## config.mk

```make
export PLATFORM = sky130hd
export DESIGN_NAME = serial_addsub16
export DESIGN_NICKNAME = d
export VERILOG_FILES = /design/src/rtl/serial_addsub16.sv
export SDC_FILE = /design/constraint.sdc
export NUM_CORES = 1
export LEC_CHECK = 0
export ABC_AREA = 1
export CAP_MARGIN = 15
export CORE_UTILIZATION = 52
export CTS_CLUSTER_SIZE = 20
export DETAILED_ROUTE_END_ITERATION = 8
export MAX_ROUTING_LAYER = met4
export PLACE_DENSITY = 0.89
export SETUP_SLACK_MARGIN = 0.1
export SYNTH_ARGS = -nofsm -noshare
export SYNTH_HDL_FRONTEND = slang
export SYNTH_SLANG_ARGS = --single-unit
```

## constraint.sdc

```tcl
create_clock -name clk -period 3.35 [get_ports clk]
set_clock_uncertainty 0.2 [all_clocks]
set_input_delay 0.67 -clock clk [delete_from_list [all_inputs] [get_ports clk]]
set_output_delay 0.67 -clock clk [all_outputs]
set_load 0.01 [all_outputs]
```

## src/rtl/serial_addsub16.sv

```systemverilog
// rtl/serial_addsub16.sv - multi-cycle 16-bit adder/subtractor, one 4-bit slice per clock
module serial_addsub16 #(
   parameter int WIDTH = 16,
   parameter int SLICE = 4
) (
   input  logic             clk,
   input  logic             rst,
   input  logic             start,
   input  logic             op,
   input  logic [WIDTH-1:0] a,
   input  logic [WIDTH-1:0] b,
   output logic             busy,
   output logic             done,
   output logic [WIDTH-1:0] s,
   output logic             cout,
   output logic             ovf,
   output logic             zero
);

   localparam int NSLICE = WIDTH / SLICE;
   localparam int CW = (NSLICE > 1) ? $clog2(NSLICE) : 1;
   localparam logic [CW-1:0] LAST = CW'(NSLICE - 1);

   localparam logic [1:0] ST_IDLE = 2'd0;
   localparam logic [1:0] ST_RUN  = 2'd1;
   localparam logic [1:0] ST_DONE = 2'd2;

   logic [1:0]       state_q, state_d;
   logic [CW-1:0]    cnt_q, cnt_d;
   logic             carry_q, carry_d;
   logic [WIDTH-1:0] a_q, a_d;
   logic [WIDTH-1:0] bx_q, bx_d;
   logic [WIDTH-1:0] s_q, s_d;
   logic             cout_q, cout_d;
   logic             ovf_q, ovf_d;
   logic             zero_q, zero_d;

   logic [SLICE-1:0] x4, y4;
   logic [SLICE:0]   sum5;

   always_comb begin
      state_d = state_q;
      cnt_d   = cnt_q;
      carry_d = carry_q;
      a_d     = a_q;
      bx_d    = bx_q;
      s_d     = s_q;
      cout_d  = cout_q;
      ovf_d   = ovf_q;
      zero_d  = zero_q;

      x4   = a_q[int'(cnt_q) * SLICE +: SLICE];
      y4   = bx_q[int'(cnt_q) * SLICE +: SLICE];
      sum5 = {1'b0, x4} + {1'b0, y4} + {{SLICE{1'b0}}, carry_q};

      case (state_q)
         ST_IDLE: begin
            if (start) begin
               state_d = ST_RUN;
               a_d     = a;
               // subtract as a + ~b + 1: invert b here, inject the +1 as the initial carry
               bx_d    = b ^ {WIDTH{op}};
               carry_d = op;
               cnt_d   = '0;
            end
         end
         ST_RUN: begin
            s_d[int'(cnt_q) * SLICE +: SLICE] = sum5[SLICE-1:0];
            carry_d = sum5[SLICE];
            cnt_d   = cnt_q + 1'b1;
            if (cnt_q == LAST) begin
               state_d = ST_DONE;
               cout_d  = sum5[SLICE];
               // carry into the MSB is recovered from the MSB sum bit and its operands
               ovf_d   = sum5[SLICE] ^ (x4[SLICE-1] ^ y4[SLICE-1] ^ sum5[SLICE-1]);
               zero_d  = (s_d == '0);
            end
         end
         ST_DONE: state_d = ST_IDLE;
         default: state_d = ST_IDLE;
      endcase
   end

   always_ff @(posedge clk) begin
      if (rst) begin
         state_q <= ST_IDLE;
         cnt_q   <= '0;
         carry_q <= 1'b0;
         a_q     <= '0;
         bx_q    <= '0;
         s_q     <= '0;
         cout_q  <= 1'b0;
         ovf_q   <= 1'b0;
         zero_q  <= 1'b0;
      end else begin
         state_q <= state_d;
         cnt_q   <= cnt_d;
         carry_q <= carry_d;
         a_q     <= a_d;
         bx_q    <= bx_d;
         s_q     <= s_d;
         cout_q  <= cout_d;
         ovf_q   <= ovf_d;
         zero_q  <= zero_d;
      end
   end

   assign busy = (state_q != ST_IDLE);
   assign done = (state_q == ST_DONE);
   assign s    = s_q;
   assign cout = cout_q;
   assign ovf  = ovf_q;
   assign zero = zero_q;

endmodule

```

==> impl_metrics.ini, run 1 <==
[synth]
ys.flop_type = dfxtp_1
yosys.area.top_type = dfxtp_1
synthDistinctLibCells = 32
ys_ff_latch = 56
ys_warn_count = 0
synth_edf_count = 0
synth_fp_nets = 477
synthDominantCellAreaShare = 0.3744
synthTopCellsByArea = dfxtp_1, nor2_1, nand2_1
syn_inst = 430
synth_area_um2 = 2994
avgSynthCellArea_um2 = 6.963
async_reset_ff_frac = 0
synth_seq_area_share = 0.3744

[clocking]
cts.sinks = 56
cts_setup_buffers = 0
cts.path.max_buffers = 2
clock_latency_ps = 310
cts_tree = done
htree_levels = 2
root_buffer = clkbuf_8
cts_buffers = 5
cts-hold-fix-buffers = 0
clkTransAtPathRegs_ps = 100

[drt]
dr_total_vias = 2887
wirelength_um = 6748
first_pass_iters = 5
via_per_inst = 5.249
drcViolationCount = 0
drt_iter0_markers = 169
route.detailed.wl_per_inst_um = 12.27
postRouteAntennaNets = 0

[sta]
finalSetupTns_ps = 0
holdWs_ps = 270.5
rsz0062_at_grt = no
slew_headroom = 0.4178
fmax_ghz = 0.3327
drv_slew = 0
fin_crit_sh = 0.8972
hold_viol = 0
worstMarginPinSlew_ps = 870.6
setup_viol = 0
post-route-min-period_ps = 3006

[power]
power.density_nw_per_um2 = 451.8
ir_drop_mv = 0.2067
pwr-share-comb = 0.280
pwr-share-clk = 0.267
internal_power_w = 0.001150
p_sw_frac = 0.3139
p_sw_w = 0.0005259
p_leak_nw = 1.675
p_seq_frac = 0.453

[grt]
grt_use_met2 = 0.4336
grt_max_degree = 34
grt_overflow_total = 0
antenna_found_initial = 0
grt_pass1_vias = 2819
busiest_layer = met2
gr-usage-all-layers = 0.2519
grt_pass1_wl_um = 11910
use_met1 = 0.2835
use_met3 = 0.05059

[placement]
place_hpwl_um = 5137
portBuffers = 56
gp_congestion = 0.9203

[critical_path]
cpMaxStageDelayCell = fa_1
max_stage_delay_ps = 440
crit_path_max_fanout = 18
required_ps = 3350
end_kind = flop
cp_cell_sequence = buf_4 -> o21ai_0 -> o22ai_1 -> fa_1 -> inv_1 -> fa_1 -> nor2_2 -> nand2_1 -> nor2_1 -> nor2_4 -> nand3_1 -> nor2_1 -> nand2_1 -> nor2_2 -> nand3_1 -> a21oi_2
path_buf_inv = 2
worstSetupStartpointType = flop
crit_type = flop to flop
cp.arrival_ps = 3000
crit_family = adder cells

[hold_path]
hold_path_class = flop to flop

[die]
row_count = 27
die_h_um = 77.88
boundaryPins = 57
core_area_um2 = 5540
die-width_um = 77.88
initial_core_util = 0.5404
fp.dieArea_um2 = 6065

[final_layout]
drive_gt1_frac = 0.06067
final_common_cell = nor2_1
antennaDiodeCount = 0
syn_to_final_growth_pct = 23.86
final_cell_mix = nor2_1, nand2_1, dfxtp_1, clkdlybuf4s50_1, inv_1
layout.nets = 524

[status]
status = finished clean

[run]
drv_cap = 0
## routing by layer
layer | share of wire | up-vias
met1 | 0.42 | 1292
met4 | 0.021 | 0
met2 | 0.50 | 110
met3 | 0.064 | 16
li1 | - | 1469
met5 | 0 | -
## synth_stat cells (all sizes together), types with 5 or more instances
cell type and count:
a211oi 16, a21oi 9, buf 10, clkbuf 13, dfxtp 56, ha 9
inv 52, nand2 66, nand3 16, nor2 100, o211ai 5, o21ai 43
o22ai 6, xnor2 15
## metrics by stage
stage / cell area, um^2 / cells / utilization / power (W) / setup WS (ps)
floorplan: 2994 / 430 / - / 0.001083 / 334.3
global placement: 3593 / 542 / 0.6486 / 0.001221 / 548.8
detailed placement: 3593 / 542 / 0.6486 / 0.001237 / 393.2
CTS: 3709 / 550 / 0.6694 / 0.001677 / 356.4
global route: 3709 / 550 / 0.6694 / 0.001775 / 100.6
finish: 3709 / 550 / 0.6694 / 0.001676 / 344.3
## logic make-up (layout without fill, tap and decap cells)
family	Yosys count	in the layout	synth area share
and+or+nand+nor	185	185	0.2516
AOI/OAI and AO/OA	87	87	0.1764
buffers and inverters	75	123	0.09988
DFF	56	56	0.3744
xor gates and xnor gates	16	16	0.04681
adders and majority gates	11	11	0.05098
## area by class of cell
type	instances	area [um^2]
clock buffer	5	68.82
clock inverter	3	46.29
fill	488	1832
inverter	52	195.2
multi-input combinational	299	1574
sequential	56	1121
tap	72	90.09
timing repair buffer	63	613.1
## power by group through the flow
stage          logic [W]  clock network (W)  registers, W
2_1_floorplan   0.000311                  0      0.000771
3_3_place_gp    0.000450                  0      0.000771
3_5_place_dp    0.000464                  0      0.000773
4_1_cts         0.000468           0.000452      0.000758
5_1_grt         0.000529           0.000481      0.000765
6_report        0.000469           0.000448      0.000758
## what timing repair did
item	CTS	global route
gates resized for setup	0	1
endpoints found under the setup margin	0	1
endpoints found under the hold margin	0	0
## state kept, by name, indices dropped and copies added, names as in the netlist
register and cells:
zero 1, cnt_q 2, cout 1, carry_q 1, state_q 2, a_q 16, ovf 1, s 16
bx_q 16
## worst paths after layout
path              cells after the start              endpoint             startpoint  slack (ps)
hold / removal                        2  bx_q[1]$_SDFFE_PP0P_   bx_q[1]$_SDFFE_PP0P_         270
hold reg to reg                       2  bx_q[1]$_SDFFE_PP0P_   bx_q[1]$_SDFFE_PP0P_         270
setup / recovery                     16     zero$_SDFFE_PP0P_  cnt_q[0]$_SDFFE_PP0P_         340
setup reg to reg                     16     zero$_SDFFE_PP0P_  cnt_q[0]$_SDFFE_PP0P_         340
## worst register-to-register path: stages (launching register included)
cell	delay, ps
dfxtp_1	340
buf_4	200
o21ai_0	200
o22ai_1	130
fa_1	430
inv_1	90
fa_1	440
nor2_2	170
nand2_1	80
nor2_1	190
nor2_4	50
nand3_1	80
nor2_1	50
nand2_1	80
nor2_2	30
nand3_1	80
a21oi_2	50
No activity file was read; power rests on OpenSTA's default activity.
==> inputs of run 2 (changes only) <==
--- a/constraint.sdc
+++ b/constraint.sdc
@@ -4,2 +4,2 @@
 set_output_delay 0.67 -clock clk [all_outputs]
-set_load 0.01 [all_outputs]
+set_load 0.05 [all_outputs]
==> results of run 2 <==
Same layout as run 1 (identical final DEF). Status: finished clean.
Main changes from that run: total power 0.001676 W -> 0.001731 W; worst IR drop on VDD 0.2067 mV -> 0.2223 mV
==> inputs of run 3 (changes only) <==
Settings changed: CTS_CLUSTER_SIZE 20 to 30.
==> results of run 3 <==
Same layout as run 1 (identical final DEF). Status: finished clean.
Main changes from that run: total power 0.001676 W -> 0.001731 W; worst IR drop on VDD 0.2067 mV -> 0.2223 mV
